--- src/rtl/reg_map_pkg.sv ---
// Register-map constants and types shared by the host command decoder.
package reg_map_pkg;

  localparam logic [3:0] ADDR_VERSN    = 4'h0;
  localparam logic [3:0] ADDR_HWRID    = 4'h1;
  localparam logic [3:0] ADDR_CTRL     = 4'h2;
  localparam logic [3:0] ADDR_MODE     = 4'h3;
  localparam logic [3:0] ADDR_IRQ_EN   = 4'h4;
  localparam logic [3:0] ADDR_THRESH   = 4'h5;
  localparam logic [3:0] ADDR_PERIOD   = 4'h6;
  localparam logic [3:0] ADDR_SCRATCH0 = 4'h7;
  localparam logic [3:0] ADDR_SCRATCH1 = 4'h8;
  localparam logic [3:0] ADDR_STATS    = 4'h9;

  localparam logic [15:0] RSP_ERR_DATA = 16'h0000;

  typedef struct packed {
    logic        rw;
    logic [10:0] rsvd;
    logic [3:0]  addr;
  } cmd_word_t;

  typedef enum logic [2:0] {
    ST_IDLE  = 3'd0,
    ST_WDATA = 3'd1,
    ST_WRITE = 3'd2,
    ST_READ  = 3'd3,
    ST_RESP  = 3'd4
  } dec_state_e;

endpackage

--- src/rtl/reg_cmd_decoder.sv ---
// Host command decoder: turns read/write command words into register strobes
// and returns exactly one response word per command.
module reg_cmd_decoder
  import reg_map_pkg::*;
#(
  parameter int          NumRegs       = 10,
  parameter logic [15:0] WritableMask  = 16'h03FC,
  parameter logic [3:0]  StatsAddr     = ADDR_STATS,
  parameter int          TimeoutCycles = 1024
) (
  input  logic                  clk_i,
  input  logic                  rst_n_i,
  input  logic [15:0]           cmd_data_i,
  input  logic                  cmd_valid_i,
  output logic                  cmd_ready_o,
  output logic [15:0]           rsp_data_o,
  output logic                  rsp_err_o,
  output logic                  rsp_valid_o,
  input  logic                  rsp_ready_i,
  input  logic [16*NumRegs-1:0] reg_rd_data_i,
  output logic [15:0]           reg_wr_data_o,
  output logic [NumRegs-1:0]    reg_we_o,
  output logic                  stats_read_o,
  output dec_state_e            dec_state
);

  localparam int CntW = $clog2(TimeoutCycles);

  // Handshakes: a word moves on cmd_valid_i && cmd_ready_o at posedge, a response
  // on rsp_valid_o && rsp_ready_i; valid never depends on ready and is held until taken.

  dec_state_e      state, state_next;
  cmd_word_t       cmd;
  logic            accept;
  logic            cmd_bad;
  logic            tmo_done;
  logic [CntW-1:0] tmo_cnt;
  logic [3:0]      addr_q;
  logic            wr_bad_q;
  logic [15:0]     wdata_q;
  logic [15:0]     rsp_data_q;
  logic            rsp_err_q;
  logic [15:0]     rd_word;

  assign cmd      = cmd_word_t'(cmd_data_i);
  assign accept   = cmd_valid_i && cmd_ready_o;
  assign tmo_done = (tmo_cnt == CntW'(TimeoutCycles - 1));

  always_comb begin
    cmd_bad = (cmd.rsvd != '0) || (32'(cmd.addr) >= NumRegs) ||
              (cmd.rw && !WritableMask[cmd.addr]);
  end

  always_comb begin
    rd_word = '0;
    for (int i = 0; i < NumRegs; i++) begin
      if (addr_q == 4'(i)) rd_word = reg_rd_data_i[16*i +: 16];
    end
  end

  always_ff @(posedge clk_i) begin
    if (!rst_n_i) state <= ST_IDLE;
    else          state <= state_next;
  end

  always_comb begin
    state_next = state;
    case (state)
      ST_IDLE: begin
        if (accept) begin
          if (cmd.rw)       state_next = ST_WDATA;
          else if (cmd_bad) state_next = ST_RESP;
          else              state_next = ST_READ;
        end
      end
      ST_WDATA: begin
        if (accept)        state_next = wr_bad_q ? ST_RESP : ST_WRITE;
        else if (tmo_done) state_next = ST_RESP;
      end
      ST_WRITE: state_next = ST_RESP;
      ST_READ:  state_next = ST_RESP;
      ST_RESP:  if (rsp_ready_i) state_next = ST_IDLE;
      default:  state_next = ST_IDLE;
    endcase
  end

  // A rejected write still swallows its data word so the host stays framed.
  always_ff @(posedge clk_i) begin
    if (!rst_n_i) begin
      tmo_cnt    <= '0;
      addr_q     <= '0;
      wr_bad_q   <= 1'b0;
      wdata_q    <= '0;
      rsp_data_q <= '0;
      rsp_err_q  <= 1'b0;
    end else begin
      case (state)
        ST_IDLE: begin
          tmo_cnt <= '0;
          if (accept) begin
            addr_q   <= cmd.addr;
            wr_bad_q <= cmd_bad;
            if (!cmd.rw && cmd_bad) begin
              rsp_data_q <= RSP_ERR_DATA;
              rsp_err_q  <= 1'b1;
            end
          end
        end
        ST_WDATA: begin
          if (accept) begin
            tmo_cnt <= '0;
            if (wr_bad_q) begin
              rsp_data_q <= RSP_ERR_DATA;
              rsp_err_q  <= 1'b1;
            end else begin
              wdata_q <= cmd_data_i;
            end
          end else if (tmo_done) begin
            tmo_cnt    <= '0;
            rsp_data_q <= RSP_ERR_DATA;
            rsp_err_q  <= 1'b1;
          end else begin
            tmo_cnt <= tmo_cnt + 1'b1;
          end
        end
        ST_WRITE: begin
          rsp_data_q <= wdata_q;
          rsp_err_q  <= 1'b0;
        end
        ST_READ: begin
          rsp_data_q <= rd_word;
          rsp_err_q  <= 1'b0;
        end
        default: ;
      endcase
    end
  end

  always_comb begin
    cmd_ready_o   = rst_n_i && ((state == ST_IDLE) || (state == ST_WDATA));
    rsp_valid_o   = (state == ST_RESP);
    rsp_data_o    = rsp_data_q;
    rsp_err_o     = rsp_err_q;
    reg_wr_data_o = wdata_q;
    stats_read_o  = (state == ST_READ) && (addr_q == StatsAddr);
    dec_state     = state;
    for (int i = 0; i < NumRegs; i++) begin
      reg_we_o[i] = (state == ST_WRITE) && (addr_q == 4'(i));
    end
  end

endmodule
--- config.mk ---
export PLATFORM = sky130hd
export DESIGN_NAME = reg_cmd_decoder
export DESIGN_NICKNAME = d
export VERILOG_FILES = /design/src/rtl/reg_map_pkg.sv /design/src/rtl/reg_cmd_decoder.sv
export SDC_FILE = /design/constraint.sdc
export NUM_CORES = 1
export LEC_CHECK = 0
export CAP_MARGIN = 25
export CORE_UTILIZATION = 43
export CTS_BUF_LIST = sky130_fd_sc_hd__clkbuf_8
export CTS_CLUSTER_DIAMETER = 50
export DETAILED_ROUTE_END_ITERATION = 10
export PLACE_DENSITY = 0.95
export REMOVE_ABC_BUFFERS = 1
export SYNTH_ARGS = -nofsm -noshare
export SYNTH_HDL_FRONTEND = slang
export SYNTH_SLANG_ARGS = --single-unit
--- constraint.sdc ---
create_clock -name clk_i -period 3.7 [get_ports clk_i]
set_input_delay 0.555 -clock clk_i [delete_from_list [all_inputs] [get_ports clk_i]]
set_output_delay 0.555 -clock clk_i [all_outputs]
set_load 0.05 [all_outputs]
==> Word level (Yosys, flattened, before mapping) <==
Memories as Yosys holds them, arrays and structs flattened.
Index checks and enable logic that the tools add are counted.
{ "totals": {"regBits": 51, "rom_bits": 16, "in_bits": 180, "wordCells": 97, "mem_count": 1} }
{ "classes": {"add_sub_neg": 1, "order_cmp": 2, "n_eq_ne": 19, "mux": 34, "bitwise": 1, "reduce_logical": 32} }
{ "mem_list": {"columns": ["name", "words", "width", "rd", "rd_ports_with_merged_regs", "write_ports", "line", "rtl"], "rows": [
  ["(no name shown)", 16, 1, 1, 0, 0, "reg_cmd_decoder.sv:51", "(cmd.rw && !WritableMask[cmd.addr]);"]
]} }
{ "ops": {"columns": ["operator", "n"], "rows": [
  ["$mux W16", 15],
  ["$pmux W16 S4", 1],
  ["$mux W3", 7],
  ["$mux W10", 2],
  ["$pmux W10 S2", 1],
  ["$eq A4 B3 Y1 const B", 4],
  ["$logic_and A1 B1 Y1", 15],
  ["$pmux W3 S4", 1],
  ["$reduce_bool A11 Y1", 1],
  ["$add A10 B1 Y10 const B", 1],
  ["$eq A10 B10 Y1 const B", 1],
  ["$reduce_and A5 Y1", 2],
  ["$eq A4 B2 Y1 const B", 2],
  ["$eq A4 B4 Y1 const B", 2],
  ["$eq A3 B2 Y1 const B", 2],
  ["$mux W1", 6],
  ["$ne A3 B3 Y1 const B", 2],
  ["$reduce_and A3 Y1", 2],
  ["$lt A4 B5 Y1 const B", 1],
  ["$eq A4 B1 Y1 const B", 1],
  ["$ge A4 B4 Y1 const B", 1],
  ["$logic_not A4 Y1", 1],
  ["$ne A2 B2 Y1 const B", 2],
  ["$reduce_bool A4 Y1", 1],
  ["12 further kinds", 15]
]} }

==> Logic depth before layout (Yosys ltp) <==
{ "logic_depth": {"depth_word": 12, "depth_mapped": 9, "mapped_depth_nobuf": 7} }

==> Least setup slack after synthesis <==
Ideal clock, no wire load.
{ "synth_path": {"path_kind": "register to output", "from": "register state[1], in the netlist dec_state[1]", "to": "output reg_we_o[0]", "t_arrival_ns": 2.726, "path_slack_ns": 0.419, "path_stages_with_launch": 6, "n_path_buf": 1, "cell_sequence": "dfxtp_1 -> nand2b_1 -> nor2_1 -> clkbuf_1 -> nand2_1 -> nor3_1"} }
{ "synth_between": {"elab_chain_cells": 2} }
{ "synth_rtl": {"columns": ["item", "line", "rtl"], "rows": [
  ["start: declaration", "reg_cmd_decoder.sv:32", "dec_state_e state, state_next;"],
  ["start signal: assignment", "reg_cmd_decoder.sv:63", "else state <= state_next;"],
  ["$eq A3 B2 Y1", "reg_cmd_decoder.sv:148", "reg_we_o[i] = (state == ST_WRITE) && (addr_q == 4'(i));"],
  ["$logic_and A1 B1 Y1", "reg_cmd_decoder.sv:148", null],
  ["end: declaration", "reg_cmd_decoder.sv:22", "output logic [NumRegs-1:0] reg_we_o,"]
]} }
Every way passes these cells.

==> Final worst setup path <==
{ "layout_path": {"from": "register addr_q[0]", "to": "output reg_we_o[7]"} }
{ "layout_between": {"elab_chain_cells": 2} }
{ "layout_rtl": {"columns": ["item", "line", "rtl"], "rows": [
  ["start: declaration", "reg_cmd_decoder.sv:38", "logic [3:0] addr_q;"],
  ["start signal: assignment", "reg_cmd_decoder.sv:101", "addr_q <= cmd.addr;"],
  ["$eq A4 B3 Y1", "reg_cmd_decoder.sv:148", null],
  ["$logic_and A1 B1 Y1", "reg_cmd_decoder.sv:148", null]
]} }
Every way passes these cells.

==> qor.yml <==
clock_network:
  cts_setup_buffers: 0
  clk_pin_slew_ns: 0.09
  cts_tree: "done"
  clockBufferDepth: 2
  hold_buffers: 0
  cts.sinks: 51
  cts_buffers: 5
  htreeDepth: 2
  cts-resized-gates: 0
  clk_latency_ns: 0.30
  cts-root-buf: "clkbuf_8"
min_path:
  worstHoldStart: "rsp_data_o[1]$_SDFFE_PN0P_"
  hold_path_class: "reg2reg"
layout:
  antenna_cells: 0
  stdcell_count: 859
  drive_gt1_share_pct: 7.75
  syn_to_final_growth_pct: 59.0
  final_core_util_pct: 70.2
  finish.instance_area_um2: 6460
  layout.nets: 928
sta:
  hold_viol_final: 0
  fmax_ghz: 0.305
  tightest_slew_ns: 0.714
  fin_tns_setup_ns: 0
  rsz0062_at_grt: "false"
  setup_slack_ns: 0.421
  relSlewSlack_pct: 52.3
  slew_viol_final: 0
  finalSetupViolations: 0
  final.period_utilization_pct: 88.6
  post-route-min-period_ns: 3.28
  fin_skew_ns: 0.00451
  hold_ws_ns: 0.470
placement:
  placed_area_um2: 6320
  gp_congestion: 0.941
  dpl.cell_count: 851
  dpl_worst_slack_ns: 0.864
  dp_hpwl_um: 13800
  port_buffers: 228
logic_synthesis:
  yosys.area.top_type_share_pct: 25.1
  synth_top_family_by_area: "compound AO/OA/AOI/OAI gates"
  synth_most_common_cell: "a21oi_1"
  synth-compound-area-share_pct: 30.2
  synth_common_cells: "a21oi_1, nand2_1, dfxtp_1, nor2_1, mux2i_1"
  yosys-top-cells-area: "dfxtp_1, a21oi_1, mux2i_1, nand2_1, nor2_1"
  async_flop_share_pct: 0
  ys_seq_area_share_pct: 25.1
  synth_cell_types: 72
  synth_edf_count: 0
  synth.largest_area_cell: "dfxtp_1"
  synth_xor_area_share_pct: 0
  ys.flop_type: "dfxtp_1"
  synth_mux_area_share_pct: 10.3
  synth_seq_cells: 51
  syn_area_um2: 4060
  syn_inst: 542
  yosys.area_share.adder_pct: 0.308
  synth-simple-area-share_pct: 26.3
  avgSynthCellArea_um2: 7.49
  synth_warnings: 0
pwr:
  powerDensity_nw_per_um2: 257
  power_mw: 1.66
  max-vdd-ir-drop_v: 0.000172
  p_leak_nw: 2.23
floorplan:
  die_area_um2: 9840
  core_area_um2: 9200
  rows: 35
  start_util_pct: 44.2
  io_pins: 229
  die_h_um: 99.2
  dieWidth_um: 99.2
drt:
  wl_um: 17700
  route.vias.total: 5293
  via_per_inst: 6.16
  drc: 0
  wl_per_cell_um: 20.6
  drt-initial-drc-count: 412
  firstDrtPassIters: 5
  drtAntennaViolNets: 0
critical_path:
  crit_path_top_delay_cell: "clkdlybuf4s50_1"
  crit_start: "addr_q[0]$_SDFFE_PN0P_"
  cp_slowest_stage_delay_ns: 0.85
  crit_type: "reg2out"
  ff2ff_path_depth: 6
  r2r_start: "addr_q[2]$_SDFFE_PN0P_"
  critPathLaunchType: "flip-flop"
  worstReg2RegEnd: "rsp_data_o[13]$_SDFFE_PN0P_"
  endpoint: "reg_we_o[7]"
  path_max_fanout: 58
  crit_chain: "nor2b_1, nand2_1, nor2_1, clkdlybuf4s50_1"
  cp.arrival_ns: 2.72
  end_kind: "primary output"
  r2r_slack_ns: 1.02
  critPathRequiredTime_ns: 3.14
global_route:
  grt-ovfl-total: 0
  grt_max_degree: 59
  grtUsageTotal_pct: 34.7
  grt_pass1_wl_um: 26700
  grt_pass1_vias: 5029
  grt_antenna_before_repair: 0
job:
  drv_cap: 0
outcome:
  run_status: "finished clean"
[how the worst min path moves through the flow]
stage               depth (start not counted)  slack [ns]                         end
finish                                      2        0.47  rsp_data_o[1]$_SDFFE_PN0P_
floorplan                                   1        0.45     tmo_cnt[9]$_SDFFE_PN0N_
global placement                            2        0.45  rsp_data_o[1]$_SDFFE_PN0P_
global route                                2        0.49  rsp_data_o[1]$_SDFFE_PN0P_
CTS                                         2        0.47  rsp_data_o[1]$_SDFFE_PN0P_
detailed placement                          2        0.45  rsp_data_o[1]$_SDFFE_PN0P_
[cells in the final DEF (no fill, tap or decap), types with 8 or more instances in the layout]
master / instances
dfxtp_1: 49
o21ai_1: 15
a221o_1: 9
buf_4: 15
nor2_1: 51
a21oi_1: 83
nand3b_1: 9
nand2_1: 60
mux2i_1: 29
nor2b_1: 8
clkdlybuf4s50_1: 223
nand2b_1: 15
o21ai_0: 24
nor3_1: 10
nand3_1: 13
[power by group]
part           switching (mW)  internal, mW  total, mW
logic                   0.284         0.314      0.598
registers              0.0383         0.569      0.608
clock network           0.186         0.270      0.456
[cell families (layout without fill, tap and decap cells)]
group	count (synthesis)	count (layout)
AO/OA/AOI/OAI	195	195
adder cells (fa/ha/maj)	1	1
buffers and inverters	50	256
multiplexers	38	38
flip-flops	51	51
AND/OR/NAND/NOR	207	207
[worst max-delay path: cells and delay by family, from the launching register on]
kind          cells  cell delay [ns]
buf+inv           1             0.85
flops             1             0.81
simple gates      3             0.74
[final cells by class]
cell class	count	area, um2
fillers	730	2740
well taps	111	139
clock buffers	5	68.8
clock inverters	3	66.3
repair buffers	241	2400
flip-flops and latches	51	1030
multi-input cells	441	2730
inverters	7	26.3
[metal layers]
metal | GRT usage [%] | up-vias | routed length (um)
met5 | 0 | - | 0
met1 | 40.9 | 2462 | 6570
li1 | - | 2431 | -
met2 | 58.9 | 322 | 8410
met4 | 19.0 | 0 | 1040
met3 | 7.73 | 78 | 1640
[registers in the layout (all words and copies together), names as in the netlist]
register       cells
wr_bad_q           1
rsp_err_o          1
addr_q             4
rsp_data_o        16
tmo_cnt           10
reg_wr_data_o     16
dec_state          3
No activity file was read; power rests on OpenSTA's default activity.
